## config.mk

```make
export PLATFORM = sky130hd
export DESIGN_NAME = ultrasonic_ranger
export DESIGN_NICKNAME = d
export VERILOG_FILES = /design/src/rtl/ultrasonic_ranger.sv
export SDC_FILE = /design/constraint.sdc
export NUM_CORES = 1
export LEC_CHECK = 0
export ABC_CLOCK_PERIOD_IN_PS = 5100
export BUFFER_PORTS_ARGS = -buffer_cell sky130_fd_sc_hd__buf_2
export CORE_MARGIN = 5
export CORE_UTILIZATION = 64
export DETAILED_ROUTE_END_ITERATION = 8
export PLACE_DENSITY = 0.88
export SYNTH_ARGS = -nofsm -noshare
export SYNTH_HDL_FRONTEND = slang
export SYNTH_SLANG_ARGS = --single-unit
```

## constraint.sdc

```tcl
create_clock -name clk -period 5.1 [get_ports clk]
set_clock_uncertainty 0.2 [all_clocks]
set_input_delay 0.255 -clock clk [delete_from_list [all_inputs] [get_ports clk]]
set_output_delay 0.255 -clock clk [all_outputs]
set_load 0.005 [all_outputs]
```

## src/rtl/ultrasonic_ranger.sv

```systemverilog
// Ultrasonic ranger: periodic trigger, echo-width to cm conversion, timeout/saturation.
// Optional median-of-three output filter enabled by defining ULTRASONIC_RANGER_MEDIAN_EN.
module ultrasonic_ranger #(
  parameter int unsigned CLK_FREQ_HZ = 100_000_000,
  parameter int unsigned PV_WIDTH    = 9,
  parameter int unsigned TRIG_US     = 10,
  parameter int unsigned PERIOD_MS   = 60,
  parameter int unsigned MAX_CM      = 400
) (
  input  logic                clk,
  input  logic                reset,
  input  logic                en,
  input  logic                echo,
  output logic                trig,
  output logic [PV_WIDTH-1:0] distance,
  output logic                sample_valid,
  output logic                timeout
);

  localparam int unsigned DIV        = CLK_FREQ_HZ / 1_000_000;
  localparam int unsigned TIMEOUT_US = MAX_CM * 58;
  localparam int unsigned PERIOD_US  = PERIOD_MS * 1000;
  localparam int unsigned US_MAX     = (TIMEOUT_US > TRIG_US) ? TIMEOUT_US : TRIG_US;
  localparam int unsigned PRESC_W    = (DIV > 1) ? $clog2(DIV) : 1;
  localparam int unsigned US_W       = $clog2(US_MAX + 1);
  localparam int unsigned PER_W      = $clog2(PERIOD_US + 1);

  typedef enum logic [2:0] {IDLE, TRIG, WAIT_ECHO, MEASURE, HOLDOFF} state_t;

  state_t               state, next_state;
  logic                 echo_s1, echo_sync, echo_prev;
  logic [PRESC_W-1:0]   presc;
  logic [US_W-1:0]      us_cnt;
  logic [PER_W-1:0]     per_cnt;
  logic [5:0]           sub_cnt;
  logic [PV_WIDTH-1:0]  cm_cnt;
  logic                 tick, echo_rise, echo_fall, cm_wrap, period_done, trig_entry;
  logic                 report, report_to;
  logic [PV_WIDTH-1:0]  report_cm, filtered;

  assign tick        = (presc == PRESC_W'(DIV - 1));
  assign echo_rise   = echo_sync & ~echo_prev;
  assign echo_fall   = ~echo_sync & echo_prev;
  assign cm_wrap     = tick && (sub_cnt == 6'd57);
  assign period_done = (per_cnt == PER_W'(PERIOD_US)) ||
                       (tick && (per_cnt == PER_W'(PERIOD_US - 1)));
  assign trig_entry  = (next_state == TRIG) && (state != TRIG);

  always_comb begin
    next_state = state;
    report     = 1'b0;
    report_cm  = '0;
    report_to  = 1'b0;
    if (!en) begin
      next_state = IDLE;
    end else begin
      case (state)
        IDLE: next_state = TRIG;
        TRIG: if (tick && (us_cnt == US_W'(TRIG_US - 1))) next_state = WAIT_ECHO;
        WAIT_ECHO: begin
          if (echo_rise) begin
            next_state = MEASURE;
          end else if (tick && (us_cnt == US_W'(TIMEOUT_US - 1))) begin
            report     = 1'b1;
            report_cm  = PV_WIDTH'(MAX_CM);
            report_to  = 1'b1;
            next_state = HOLDOFF;
          end
        end
        MEASURE: begin
          if (echo_fall) begin
            report     = 1'b1;
            report_cm  = cm_cnt;
            next_state = HOLDOFF;
          end else if (cm_wrap && (cm_cnt == PV_WIDTH'(MAX_CM - 1))) begin
            report     = 1'b1;
            report_cm  = PV_WIDTH'(MAX_CM);
            report_to  = 1'b1;
            next_state = HOLDOFF;
          end
        end
        // A saturated echo may still be high here; never retrigger into it.
        HOLDOFF: if (period_done && !echo_sync) next_state = TRIG;
        default: next_state = IDLE;
      endcase
    end
  end

  always_ff @(posedge clk or posedge reset) begin
    if (reset) begin
      state        <= IDLE;
      echo_s1      <= 1'b0;
      echo_sync    <= 1'b0;
      echo_prev    <= 1'b0;
      presc        <= '0;
      us_cnt       <= '0;
      per_cnt      <= '0;
      sub_cnt      <= '0;
      cm_cnt       <= '0;
      trig         <= 1'b0;
      distance     <= '0;
      sample_valid <= 1'b0;
      timeout      <= 1'b0;
    end else begin
      state     <= next_state;
      echo_s1   <= echo;
      echo_sync <= echo_s1;
      echo_prev <= echo_sync;
      trig      <= (next_state == TRIG);

      if (trig_entry || tick) presc <= '0;
      else                    presc <= presc + 1'b1;

      if (next_state != state)                                 us_cnt <= '0;
      else if (tick && (state == TRIG || state == WAIT_ECHO))  us_cnt <= us_cnt + 1'b1;

      if (trig_entry)                                     per_cnt <= '0;
      else if (tick && (per_cnt != PER_W'(PERIOD_US)))    per_cnt <= per_cnt + 1'b1;

      if (state != MEASURE) begin
        sub_cnt <= '0;
        cm_cnt  <= '0;
      end else if (cm_wrap) begin
        sub_cnt <= '0;
        cm_cnt  <= cm_cnt + 1'b1;
      end else if (tick) begin
        sub_cnt <= sub_cnt + 1'b1;
      end

      sample_valid <= report;
      if (report) begin
        distance <= filtered;
        timeout  <= report_to;
      end
    end
  end

`ifdef ULTRASONIC_RANGER_MEDIAN_EN
  logic [PV_WIDTH-1:0] hist1, hist2;
  logic                primed;

  function automatic logic [PV_WIDTH-1:0] median3(input logic [PV_WIDTH-1:0] a,
                                                   input logic [PV_WIDTH-1:0] b,
                                                   input logic [PV_WIDTH-1:0] c);
    logic [PV_WIDTH-1:0] lo, hi;
    lo = (a < b) ? a : b;
    hi = (a < b) ? b : a;
    return (c < lo) ? lo : ((c > hi) ? hi : c);
  endfunction

  // Until primed, the window is treated as three copies of the incoming sample.
  assign filtered = primed ? median3(report_cm, hist1, hist2) : report_cm;

  always_ff @(posedge clk or posedge reset) begin
    if (reset) begin
      hist1  <= '0;
      hist2  <= '0;
      primed <= 1'b0;
    end else if (!en) begin
      primed <= 1'b0;
    end else if (report) begin
      hist1  <= report_cm;
      hist2  <= primed ? hist1 : report_cm;
      primed <= 1'b1;
    end
  end
`else
  assign filtered = report_cm;
`endif

endmodule

```

# ---- Word-level counts from Yosys, hierarchy flattened
# Index checks and enable logic that the tools add are counted.
dict set report word_totals {
  register_bits 71
  input_bits 4
}
dict set report op_classes {
  mux 33
  n_bitwise 4
  n_addsub 5
  n_reduce_logical 18
  n_eq_ne 16
}
# op n
set ops {}
lappend ops {{two-way mux 9 bit} 7}
lappend ops {{equality test 16 bit, second input constant} 2}
lappend ops {{two-way mux 16 bit} 2}
lappend ops {{two-way mux 15 bit} 2}
lappend ops {{two-way mux 3 bit} 7}
lappend ops {{two-way mux 6 bit} 3}
lappend ops {{case mux 9 bit (2 select lines)} 1}
lappend ops {{adder 16 x 1 -> 16 bit, second input constant} 1}
lappend ops {{!= test 16 bit, second input constant} 1}
lappend ops {{adder 15 x 1 -> 15 bit, second input constant} 1}
lappend ops {{equality test 15 bit, second input constant} 1}
lappend ops {{equality test 15 x 4 -> 1 bit, second input constant} 1}
lappend ops {{case mux 3 bit (5 select lines)} 1}
lappend ops {{adder 9 x 1 -> 9 bit, second input constant} 1}
lappend ops {{equality test 9 bit, second input constant} 1}
lappend ops {{logical AND 1 bit} 9}
lappend ops {{adder 7 x 1 -> 7 bit, second input constant} 1}
lappend ops {{equality test 7 bit, second input constant} 1}
lappend ops {{two-way mux 1 bit} 7}
lappend ops {{two-way mux 7 bit} 1}
lappend ops {{adder 6 x 1 -> 6 bit, second input constant} 1}
lappend ops {{equality test 3 x 1 -> 1 bit, second input constant} 2}
lappend ops {{equality test 3 x 2 -> 1 bit, second input constant} 2}
lappend ops {{equality test 6 bit, second input constant} 1}
lappend ops {{12 further kinds} 19}

# ---- Longest topological paths before layout
# Gate-level depths: netlist of the first run.
dict set report depth {
  ltp_word 11
  mapped_depth 8
  mapped_depth_nobuf 7
}

# ---- Worst setup path after synthesis of the first run
# No wires, ideal clock.
dict set report synth_timing {
  path_type {reg2reg}
  from {register presc[4]}
  to {register presc[0]}
  path_stages_with_launch 8
  arrival_ns 2.267
  t_required_ns 4.769
  n_path_buf 1
  setup_slack_ns 2.502
  setup_time_ns 0.131
  path_cell_list {dfrtp_1 or4b_4 or4_4 a21oi_4 o2111ai_4 nor3_4 buf_6 nor3_2}
}
dict set report synth_between {
  elab_chain_len 11
  word_cells_on_any_way 20
}
# element line
set synth_lines {}
lappend synth_lines {{start: declaration} 32} ;# logic [PRESC_W-1:0] presc;
lappend synth_lines {{start signal: assignment} 112} ;# else presc <= presc + 1'b1;
lappend synth_lines {{equality test 7 bit *} 41} ;# assign tick = (presc == PRESC_W'(DIV - 1));
lappend synth_lines {{logical AND 1 bit (on tied branches)} {44, 46}}
lappend synth_lines {{logical AND 1 bit / logical OR 1 bit (equally long branches)} {75, 45}}
lappend synth_lines {{two-way mux 3 bit / logical AND 1 bit (equally long branches)} {75, 83}}
lappend synth_lines {{two-way mux 3 bit (on tied branches)} {71, 83}}
lappend synth_lines {{case mux 3 bit (5 select lines)} 57} ;# case (state)
lappend synth_lines {{two-way mux 3 bit} 54} ;# if (!en) begin
lappend synth_lines {{equality test 3 x 1 -> 1 bit} 47} ;# assign trig_entry = (next_state == TRIG) && (state != TRIG);
lappend synth_lines {{logical AND 1 bit} 47}
lappend synth_lines {{logical OR 1 bit *} 111} ;# if (trig_entry || tick) presc <= '0;
lappend synth_lines {{two-way mux 7 bit *} 111}
# Mark *: on every way between the ends. The rest lies on a longest branch, timed or not.
# A chain may end at the register's enable or synchronous reset.

# ---- Worst setup path in the final report of the first run
dict set report layout_timing {
  from {register presc[4]}
  to {register presc[6]}
}
dict set report layout_between {
  elab_chain_len 11
  word_cells_on_any_way 21
}
# element line
set layout_lines {}
lappend layout_lines {{equality test 7 bit} 41}
lappend layout_lines {{logical AND 1 bit (on tied branches)} {44, 46}}
lappend layout_lines {{logical AND 1 bit / logical OR 1 bit (equally long branches)} {75, 45}}
lappend layout_lines {{two-way mux 3 bit / logical AND 1 bit (equally long branches)} {75, 83}}
lappend layout_lines {{two-way mux 3 bit (on tied branches)} {71, 83}}
lappend layout_lines {{case mux 3 bit (5 select lines)} 57}
lappend layout_lines {{two-way mux 3 bit} 54}
lappend layout_lines {{equality test 3 x 1 -> 1 bit} 47}
lappend layout_lines {{logical AND 1 bit} 47}
lappend layout_lines {{logical OR 1 bit} 111}
lappend layout_lines {{two-way mux 7 bit *} 111}
# Marks and branches as above.

==> metrics.yaml, run 1 <==
drt_iter0_drc: 195
gp_congestion: 0.9989
final_layout_size_suffix_gt1_frac: 0.1379
grt.busiest_layer: "met2"
dominantRegCellSynth: "dfrtp_1"
cts_resized: 0
hold-worst-slack_ps: 151.9
synth_top_area_cell: "dfrtp_1"
grt_overflow: 0
slew_headroom: 0.1776
setup_viol: 0
netlist_area_mm2: 0.003884
rsz0062_at_grt: "false"
cp_max_fo: 23
numCtsBuffers: 9
clock_sinks: 71
synth.area.top_cells: "dfrtp_1 46%, xor2_1 5.4%, nand2_1 4.5%, nor2_1 4.3%, nand3_1 3.6%"
nets: 442
cp.buffers_inverters: 0
cp_data_required_time_ps: 5080
antenna_found_initial: 0
num_rows: 28
clk_latency_ps: 350
worst_pin_slew_ps: 1230
fp.dieW_um: 87.90
worstSetupPathType: "reg -> reg"
dieArea_mm2: 0.007726
synth_fp_nets: 428
worst_slack_ps: 1770
cp_slowest_cell: "nor3_4"
worstPathArrival_ps: 3300
synth.top_cells.by_count: "71 x dfrtp_1, 47 x nand2_1, 44 x nor2_1"
met1_usage: 0.2989
drv_slew: 0
drc: 0
ys_ff_latch: 71
met2_usage: 0.3644
power_density_mw_per_mm2: 261.9
fin_setup_tns_ps: 0
syn_avg_cell_area_um2: 9.336
grt_pass1_wl_um: 13880
yosysSeqAreaShare: 0.4575
die_h_um: 87.90
hpwl_um: 5298
cp-end-kind: "flip-flop"
fmax_mhz: 300.3
slowest_delay_ps: 960
final-hold-violation-count: 0
pre_cts_slack_ps: 1765
post-route-period-util: 0.6529
fin_crit_ps: 3330
core_area_mm2: 0.005921
synthCells: 416
ant_nets: 0
grt_start_max_net_pins: 72
pin_count: 16
synth-edff-count: 0
p_leak_uw: 0.001814
cts_tree: "built"
drt_first_pass_iters: 4
crit_family: "simple AND/OR/NAND/NOR gates"
hold_path.class: "reg -> reg"
ir_drop_mv: 0.2173
grt_usage: 0.2291
antenna_cells: 0
ys_warn_count: 0
wl_um: 7786
portBuffers: 15
grt_use_met3: 0.05268
wl_per_cell_um: 15.27
viasPerCell: 5.939
maxCapViolations: 0
yosysUniqueCellTypes: 55
num_vias: 3029
status: "completed"
path_cells: "or4b_4, or4_4, a21oi_4, o2111ai_4, nor3_4, nor3_1"
cts-root-buf: "clkbuf_8"
synth-async-reset-ratio: 1.000
grt_pass1_vias: 3016
r2r_slack_ps: 1770
clk_pin_slew_ps: 70
yosysMostFrequentCell: "dfrtp_1"
clock_path_buffers: 2
initial_utilization: 0.6560
htree_levels: 3
area_delta_synth_final_pct: 8.086
synth_top_area_frac: 0.4575
start_kind: "flip-flop"
## flip-flops by register name, summed over array words and instances, names as in the netlist
signal,cells
timeout,1
cm_cnt,9
per_cnt,16
echo_prev,1
presc,7
echo_sync,1
trig,1
echo_s1,1
state,3
sample_valid,1
distance,9
sub_cnt,6
us_cnt,15
## cell type report
type,count,area [um2]
clock buffers,9,123.9
flip-flops and latches,71,1777
clock inverters,7,73.82
well taps,75,93.84
multi-input cells,312,1953
repair buffers,19,112.6
inverters,17,63.81
fillers,433,1723
## metrics by stage
step	utilization	power [uW]	cells	area (um2)
6_report	0.7090	1100	510	4198
5_1_grt	0.7090	1145	510	4198
2_1_floorplan	-	653.2	416	3884
3_5_place_dp	0.6705	671.5	491	3970
4_1_cts	0.7090	1111	510	4198
3_3_place_gp	0.6705	667.4	491	3970
## routing by layer
metal,vias to the layer above,share of wire
li1,1473,-
met1,1449,0.43
met2,87,0.50
met3,20,0.045
met4,0,0.024
met5,-,0
## worst register-to-register path, delay by kind of cell (launching register included)
family             cells  cell delay (ps)
and+or+nand+nor        4             2170
AOI/OAI and AO/OA      2              370
DFF                    1              430
## cell families after synthesis
family | after synthesis | synth area share
DFF | 71 | 0.4575
buffers and inverters | 33 | 0.03962
AOI/OAI and AO/OA | 51 | 0.09214
muxes | 2 | 0.005155
xor gates and xnor gates | 40 | 0.09020
adders and majority gates | 8 | 0.02577
and+or+nand+nor | 211 | 0.2896
## timing repair
action,in CTS,in global routing
buffers inserted,0,0
hold buffers,3,0
hold endpoints to repair,44,0
## report_power, final
part	total (uW)	internal, uW	switching, uW
combinational	63.2	23.3	39.9
clock	437	225	212
sequential	599	579	19.7
total	1100	828	272
## path summary, 6_finish.rpt
check | cells after the start | end | start
worst max-delay path | 6 | presc[6] | presc[4]
worst min-delay path | 0 | echo_sync | echo_s1
worst max register to register | 6 | presc[6] | presc[4]
worst min register to register | 0 | echo_sync | echo_s1
max in group asynchronous | 4 | presc[6] | reset
min in group asynchronous | 4 | sub_cnt[3] | reset
## layout by cell type, fill, tap and decap left out, drive strengths merged, types with 3 or more instances in the layout
master	n
and4b	3
and4	4
a31oi	5
xor2	24
nor4	8
buf	16
clkinvlp	4
o211ai	3
a311oi	3
nand2	47
inv	17
nand3	28
nor2	63
nor4b	3
and2	4
clkbuf	9
nor3	9
and3	11
dlygate4sd3	3
nand2b	3
nand4	14
or3	3
o21ai	15
xnor2	16
ha	8
a21oi	12
dfrtp	71
(Power assumes the default switching activity.)
==> run 2: changes to the inputs <==
ABC_CLOCK_PERIOD_IN_PS = 3500   (was 5100)
CORE_UTILIZATION = 62   (was 64)
PLACE_DENSITY = 0.86   (was 0.88)
clock period = 3.5 ns   (was 5.1 ns; I/O delays follow)
==> run 2 against run 1 <==
  * Worst hold slack gained 12 ps
  * Worst setup slack got worse by 1200 ps
  * Maximum frequency grew 15%
  * Sequential share of layout area shrank 0.77 points
  * Register-to-register slack worse by 1200 ps
  * Via count rose by 2.1%
  * Routed wire length is 2.2% higher
  * Combinational power grew 49%
  * Critical path depth rose by 1
  * Flip-flop and latch count did not move
  * Die area up 2.9%
==> metrics.yaml, run 2 (synthesis gave the netlist of run 1 again) <==
final_common_cell: "dfrtp_1"
grt_pass1_vias: 2998
wl_um: 7954
fmax_mhz: 345.0
final_util: 0.7137
nets: 446
r2r_slack_ps: 600
clock_path_buffers: 2
grt_usage: 0.2210
cp_data_required_time_ps: 3520
clk_latency_ps: 350
core_area_mm2: 0.005991
numCtsBuffers: 9
r2r.worst_path.cells: 7
power_density_mw_per_mm2: 414.4
clk_pin_slew_ps: 70
viasPerCell: 6.019
maxCapViolations: 0
final-hold-violation-count: 0
p_clk_frac: 0.453
antenna_cells: 0
fp.dieW_um: 89.15
area_delta_synth_final_pct: 10.08
p_leak_uw: 0.001869
p_int_uw: 1370
drv_slew: 0
pin_count: 16
cp_max_fo: 23
pre_cts_slack_ps: 631.5
drt_first_pass_iters: 4
drt_iter0_drc: 295
hold_depth: 0
fin_crit_ps: 2898
worstPathArrival_ps: 2920
final_layout_size_suffix_gt1_frac: 0.1458
initial_utilization: 0.6483
hold_path.class: "reg -> reg"
clock_sinks: 71
num_rows: 28
ir_drop_mv: 0.3163
rsz0062_at_grt: "false"
fin_setup_tns_ps: 0
grt_overflow: 0
p_switching_uw: 401.4
cts-root-buf: "clkbuf_8"
post-route-period-util: 0.8281
grt_pass1_wl_um: 13840
dieArea_mm2: 0.007947
grt_start_max_net_pins: 46
setup_viol: 0
wl_per_cell_um: 15.47
drc: 0
cts_tree: "built"
largest_reg_flops: 16
seqPwrFrac: 0.494
pwr-share-comb: 0.053
worst_slack_ps: 601.8
ant_nets: 0
portBuffers: 15
gp_congestion: 0.9521
largest_register: "per_cnt"
hpwl_um: 5373
top_regs: "per_cnt: 16 flops, us_cnt: 15 flops"
switching_share: 0.2266
status: "completed"
final_cell_mix: "71 x dfrtp_1, 47 x nand2_1, 44 x nor2_1"
slew_headroom: 0.3942
start_kind: "flip-flop"
htree_levels: 3
num_vias: 3094
worstSetupPathType: "reg -> reg"
antenna_found_initial: 0
worst_pin_slew_ps: 907.3
die_h_um: 89.15
cp-end-kind: "flip-flop"
==> run 2: cell count changes in the layout (fill, tap and decap cells not counted), sizes merged <==
| cell | delta |
|---|---|
| buf | +4 |
| clkbuf | +1 |
| bufinv | +2 |
| clkinvlp | -3 |
==> run 2: power groups by stage <==
stage          Sequential, uW  Clock, uW  Combinational (uW)
6_report                  875        803                94.1
5_1_grt                   878        846                 106
4_1_cts                   874        807                96.1
3_5_place_dp              889          0                92.4
3_3_place_gp              887          0                89.4
2_1_floorplan             883          0                69.1
==> run 2: final cells by class <==
type,count,area [um2]
Fill cell,427,1715
Timing Repair Buffer,23,142.6
Clock buffer,10,137.6
Tap cell,75,93.84
Sequential cell,71,1777
Clock inverter,6,107.6
Inverter,17,63.81
Multi-Input combinational cell,312,1953
==> run 2: repair_timing <==
| item | in CTS | in global routing |
|---|---|---|
| endpoints found under the hold margin | 49 | 0 |
| buffers inserted | 0 | 0 |
| hold buffers | 3 | 0 |
| gates resized for setup | 0 | 0 |
==> run 2: metal layers <==
metal  GRT usage  part of all wire  wire length [um]  vias to the layer above
li1            -                 -                 -                     1480
met2      0.3697              0.48              3850                       96
met4     0.09743             0.021               164                        0
met3     0.03410             0.042               334                       16
met1      0.2842              0.45              3605                     1502
met5           0                 0                 0                        -
==> run 2: critical path, stage by stage, from the launching register on <==
cell,delay [ps]
dfrtp_1,430
or4b_4,570
or4_4,560
a21oi_4,240
o2111ai_4,160
nor3_4,160
buf_4,360
nor3_1,100
==> run 2: worst paths after layout <==
| kind | start | endpoint |
|---|---|---|
| hold reg to reg | echo_s1 | echo_sync |
| min in group asynchronous | reset | state[0] |
| setup reg to reg | presc[4] | presc[5] |
| max in group asynchronous | reset | per_cnt[2] |
| hold / removal | echo_s1 | echo_sync |
| setup / recovery | presc[4] | presc[5] |
==> run 2: stage by stage <==
| step | total power [uW] | hold WS, ps | cell area [um2] | instances |
|---|---|---|---|---|
| final | 1772 | 163.6 | 4275 | 514 |
| after CTS | 1777 | 163.5 | 4275 | 514 |
| after floorplan | 951.7 | 6.430 | 3884 | 416 |
| after global routing | 1831 | 188.8 | 4275 | 514 |
| after detailed placement | 981.5 | 84.76 | 4000 | 495 |
| after global placement | 976.1 | 86.25 | 4000 | 495 |
